$ cat src/rtl/mux_share_arbiter.sv
// mux_share_arbiter
//   Round-robin arbiter sharing one registered 2:1 mux datapath between two
//   requesters, A and B. A three-state FSM (IDLE / SERVE_A / SERVE_B) drives
//   the mux select and enable. A burst counter limits how many consecutive
//   transfers one side may make while the other side is waiting.
//
// Parameters
//   BITS       data width of each requester and of the output register
//   MAX_BURST  max consecutive transfers per grant while the other side waits (1..15)
//
// Ports
//   clock      system clock, rising edge
//   reset      asynchronous, active-low reset
//   req_a      requester A has valid data on data_a
//   data_a     requester A data
//   ack_a      combinational; data_a is captured at this rising edge
//   req_b      requester B has valid data on data_b
//   data_b     requester B data
//   ack_b      combinational; data_b is captured at this rising edge
//   out        registered mux output
//   out_valid  registered; one-cycle pulse after each capture
//   out_src    registered; source of the current out value (0=A, 1=B)
//   busy       FSM is not in IDLE
module mux_share_arbiter #(
  parameter int BITS      = 3,
  parameter int MAX_BURST = 4
) (
  input  logic            clock,
  input  logic            reset,
  input  logic            req_a,
  input  logic [BITS-1:0] data_a,
  output logic            ack_a,
  input  logic            req_b,
  input  logic [BITS-1:0] data_b,
  output logic            ack_b,
  output logic [BITS-1:0] out,
  output logic            out_valid,
  output logic            out_src,
  output logic            busy
);

  localparam int CW = $clog2(MAX_BURST + 1);
  localparam logic [CW-1:0] BURST_END = CW'(MAX_BURST);

  typedef enum logic [1:0] {
    IDLE    = 2'd0,
    SERVE_A = 2'd1,
    SERVE_B = 2'd2
  } state_t;

  state_t        state;
  state_t        state_next;
  state_t        other_state;
  logic [CW-1:0] cnt;
  logic [CW-1:0] cnt_next;
  logic [CW-1:0] cnt_inc;
  logic          last;
  logic          last_next;
  logic          sel;
  logic          en;
  logic          own_req;
  logic          other_req;

  // Handshake and datapath control are pure decodes of the current state.
  // A requester only ever sees an ack while its own SERVE state is active,
  // so the two acks can never be high together.
  always_comb begin
    ack_a = (state == SERVE_A) & req_a;
    ack_b = (state == SERVE_B) & req_b;
    sel   = (state == SERVE_B);
    en    = ack_a | ack_b;
    busy  = (state != IDLE);
  end

  // Next-state logic. In either SERVE state the rules are symmetric, so the
  // "own" and "other" sides are selected by sel and a single set of rules is
  // written once. last records the most recently granted side (1 = B), which
  // decides a tie from IDLE in favour of the other side.
  always_comb begin
    state_next  = state;
    cnt_next    = cnt;
    last_next   = last;
    cnt_inc     = cnt + CW'(1);
    own_req     = sel ? req_b : req_a;
    other_req   = sel ? req_a : req_b;
    other_state = sel ? SERVE_A : SERVE_B;

    case (state)
      IDLE: begin
        if (req_a && (!req_b || last)) begin
          state_next = SERVE_A;
          last_next  = 1'b0;
          cnt_next   = '0;
        end else if (req_b) begin
          state_next = SERVE_B;
          last_next  = 1'b1;
          cnt_next   = '0;
        end
      end

      SERVE_A, SERVE_B: begin
        if (!own_req) begin
          // Owner released: hand over with no transfer this cycle.
          cnt_next = '0;
          if (other_req) begin
            state_next = other_state;
            last_next  = ~sel;
          end else begin
            state_next = IDLE;
          end
        end else if (cnt_inc == BURST_END) begin
          // Final transfer of the burst window still completes at this edge.
          // With nobody waiting, the window simply restarts.
          cnt_next = '0;
          if (other_req) begin
            state_next = other_state;
            last_next  = ~sel;
          end
        end else begin
          cnt_next = cnt_inc;
        end
      end

      default: begin
        state_next = IDLE;
        cnt_next   = '0;
      end
    endcase
  end

  // FSM state, burst counter and priority bookkeeping. Reset leaves A with
  // first priority by pretending B was the last side served.
  always_ff @(posedge clock or negedge reset) begin
    if (!reset) begin
      state <= IDLE;
      cnt   <= '0;
      last  <= 1'b1;
    end else begin
      state <= state_next;
      cnt   <= cnt_next;
      last  <= last_next;
    end
  end

  // Registered mux. out and out_src hold between transfers while out_valid
  // marks the single cycle following each capture.
  always_ff @(posedge clock or negedge reset) begin
    if (!reset) begin
      out       <= '0;
      out_valid <= 1'b0;
      out_src   <= 1'b0;
    end else begin
      out_valid <= en;
      if (en) begin
        out     <= sel ? data_b : data_a;
        out_src <= sel;
      end
    end
  end

endmodule

$ cat config.mk
export PLATFORM = sky130hd
export DESIGN_NAME = mux_share_arbiter
export DESIGN_NICKNAME = d
export VERILOG_FILES = /design/src/rtl/mux_share_arbiter.sv
export SDC_FILE = /design/constraint.sdc
export NUM_CORES = 1
export LEC_CHECK = 0
export CAP_MARGIN = 15
export CORE_MARGIN = 4
export CORE_UTILIZATION = 30
export DETAILED_ROUTE_END_ITERATION = 8
export GPL_ROUTABILITY_DRIVEN = 0
export PLACE_DENSITY_LB_ADDON = 0.05
export SLEW_MARGIN = 15
export SYNTH_ARGS = -nofsm -noshare
export SYNTH_HDL_FRONTEND = slang
export SYNTH_SLANG_ARGS = --single-unit
$ cat constraint.sdc
create_clock -name clock -period 2.5 [get_ports clock]
set_input_delay 0.75 -clock clock [delete_from_list [all_inputs] [get_ports clock]]
set_output_delay 0.75 -clock clock [all_outputs]
set_load 0.01 [all_outputs]
-- Word level (Yosys, flattened, before mapping)
Index checks and enable logic that the tools add are counted.
- register bits after elaboration: 11
- input port bits: 10
- output and inout port bits: 8
- logic and storage cells: 48
- add/sub/neg operators: 1
- equality and inequality tests: 6
- mux-type cells: 22
- bitwise logic cells: 4
- reduce and logical (&&, ||, !) cells: 9
- operators by type and width (kind ; number):
    $mux 3 ; 5
    $mux 2 ; 7
    $ne 3x3->1 const B ; 3
    $mux 1 ; 7
    $pmux 3 s2 ; 1
    $reduce_and 3->1 ; 2
    $pmux 2 s2 ; 1
    $reduce_bool 2->1 ; 2
    $add 3x1->3 const B ; 1
    $eq 3x3->1 const B ; 1
    $and 1x1->1 ; 2
    $eq 2x1->1 const B ; 1
    $eq 2x2->1 const B ; 1
    $logic_not 2->1 ; 1
    $pmux 1 s2 ; 1
    $reduce_or 2->1 ; 1
    $logic_and 1x1->1 ; 1
    $logic_not 1->1 ; 1
    $logic_or 1x1->1 ; 1
    $not 1->1 ; 1
    $or 1x1->1 ; 1

-- Depth between registers and ports, before layout
- depth in word-level cells: 6
- gate-level depth with buffers: 7
- mapped depth without buffers: 6

-- Worst setup path before layout
No wires, ideal clock.
- path type: input -> output
- start point: input req_a
- end point: output ack_a
- arrival time: 1.112 ns
- data required time: 1.750 ns
- setup slack: 0.638 ns
- stages: 2
- buffers on the path: 1
- path through: buf_2 -> and2_1
- longest elaborated chain between the ends: 1
- RTL lines (element ; line ; source):
    start, declared ; 30 ; input logic req_a,
    $and 1x1->1 ; 68 ; ack_a = (state == SERVE_A) & req_a;
    end, declared ; 32 ; output logic ack_a,
Every way passes these cells.

-- Worst setup path in the final report
Same ends and word-level chain as after synthesis.

==> metrics.cfg <==
[clocking]
cts_tree = done
htreeDepth = 1
insertion_delay_ns = 0.26
cts_num_sinks = 11
cts-buffers-inserted = 3
cts-root-buf = clkbuf_4
clk_pin_slew_ns = 0.07
ctsHoldBuffers = 0
clk_path_buf_depth = 2

[global_route]
grt_usage_pct = 9.78
grt_pass1_vias = 546
antenna_found_initial = 0
grt_pass1_wl_um = 2440
gr-total-overflow = 0
grt_max_degree = 12

[routing]
ant_nets = 0
highest_layer = met4
avgRoutedWirePerCell_um = 11.8
dr_wl_met3_um = 83
viasPerCell = 4.65
drc = 0
wl_met1_um = 657
wirelength_um = 1440
wl_met2_um = 684
vias = 567
dr.pass1.iters = 4
drt_iter0_drc = 5

[final_layout]
layout_commonest_cell = clkdlybuf4s50_1
nets = 112
area_delta_synth_final_pct = 35.6
layout-drive-gt1-share_pct = 21.3
antennaDiodeCount = 0
final_area_um2 = 992
layout_common_cells = 14 x clkdlybuf4s50_1, 10 x dfrtp_1, 7 x o21ai_0, 7 x nand2_1, 7 x ha_1
fin_util_pct = 43.6

[synthesis]
synth_top_family_by_area = compound AO/OA/AOI/OAI gates
synth_cell_types = 29
synth-seq-cells = 11
ys.warnings.count = 0
synth_edf_count = 0
syn_inst = 69
synth-compound-area-share_pct = 17.4
yosysSeqAreaShare_pct = 37.8
yosys.area_share.simple_pct = 15.4
synth_fa_ha_area_share_pct = 12.0
syn-num-nets = 86
avgSynthCellArea_um2 = 10.6
syn_area_um2 = 732
synthArstFlopShare_pct = 100
synthMuxAreaShare_pct = 11.5
synthFlopType = dfrtp_1
synth_xor_area_share_pct = 1.20

[floorplanning]
coreArea_um2 = 2280
die_w_um = 57.4
rows = 17
start_util_pct = 32.2
die_y_um = 57.4
dieArea_um2 = 3290
boundaryPins = 18

[timing]
hold_viol_final = 0
maxSlewHeadroom_pct = 67.9
finalSetupViolCount = 0
finalCritPeriodShare_pct = 96.3
max_clock_freq_ghz = 0.415
fin_skew_ns = 0.00480
rsz0062_at_grt = false
slew_violations = 0
postLayoutSetupSlackWorst_ns = 0.0922
tightest_slew_ns = 0.480
period_minus_slack_ns = 2.41

[setup_path]
crit_type = input pin to output pin
crit_path_end_kind = output pin
startpoint_type = input pin
rrSetupSlack_ns = 0.56
critPathArrivalTime_ns = 1.66
crit_fanout = 2
worstPathRequired_ns = 1.75

[placement]
place_ws_ns = -0.179
place_hpwl_um = 1140
dpl_cell_area_um2 = 958
io_buffers = 17

[worst_hold_path]
hold_class = register to register

[pwr]
power.density_nw_per_um2 = 1050
ir_worst_vdd_mv = 0.440
leakagePower_uw = 0.000485

[run_status]
run_status = finished, final reports clean

[run]
drv_cap = 0

==> through the flow <==
step           cells  hold WS (ns)  power (uW)  TNS (ns)
6_report         122         0.468        1040         0
5_1_grt          122         0.484        1140         0
3_3_place_gp     117         0.461         936    -0.305
3_5_place_dp     117         0.464         932    -0.342
2_1_floorplan     69         0.441         717         0
4_1_cts          121         0.474        1050         0
==> synth_stat cells, types with 2 or more instances <==
cell type,count,share of area [%]
nor4b_1,2,2.4
and2_1,2,1.7
mux2i_1,5,6.8
nand2_1,7,3.6
ha_1,7,12
dfrtp_1,10,34
o21ai_0,7,4.8
inv_1,5,2.6
a21oi_1,2,1.4
mux2_2,3,4.6
==> final cells by class <==
| cell class | count | area (um^2) |
|---|---|---|
| multi-input combinational | 51 | 420 |
| inverter | 5 | 18.8 |
| timing repair buffer | 23 | 215 |
| sequential | 11 | 277 |
| clock buffer | 4 | 26.3 |
| tap | 28 | 35.0 |
| fill | 224 | 1280 |
==> routing by layer <==
layer	GRT usage, %	up-vias
met1	11.5	262
met5	0	-
met2	15.3	11
met3	5.20	2
met4	2.98	0
li1	-	292
==> path summary, 6_finish.rpt <==
path / start / end / cells after the start
setup / recovery: req_a / ack_a / 3
hold / removal: last / last / 2
setup reg to reg: state[0] / state[1] / 6
hold reg to reg: last / last / 2
max in group asynchronous: reset / last / 1
min in group asynchronous: reset / cnt[2] / 1
==> cell families (layout without fill, tap and decap cells) <==
logic type | after synthesis | count (layout)
and+or+nand+nor | 18 | 18
adders and majority gates | 7 | 7
muxes | 8 | 8
buffers and inverters | 7 | 32
AOI/OAI and AO/OA | 17 | 17
DFF | 11 | 11
xor gates and xnor gates | 1 | 1
==> registers in the layout, summed over array words and instances (netlist names) <==
signal / count
cnt: 3
last: 1
out: 3
out_src: 1
out_valid: 1
state: 2
==> where the power goes <==
part / switching (uW) / total (uW) / internal (uW)
Sequential: 45.7 / 300 / 254
Clock: 56.3 / 118 / 61.7
Combinational: 290 / 621 / 331
==> repair_timing <==
action,in CTS,in global routing
setup endpoints to repair,2,1
resized for setup,2,1
buffers inserted,0,1
==> worst max-delay path, cell delays in order <==
cell,delay [ns]
clkdlybuf4s50_1,0.48
and2_1,0.15
dlygate4sd2_1,0.27
No activity file was read; power rests on OpenSTA's default activity.
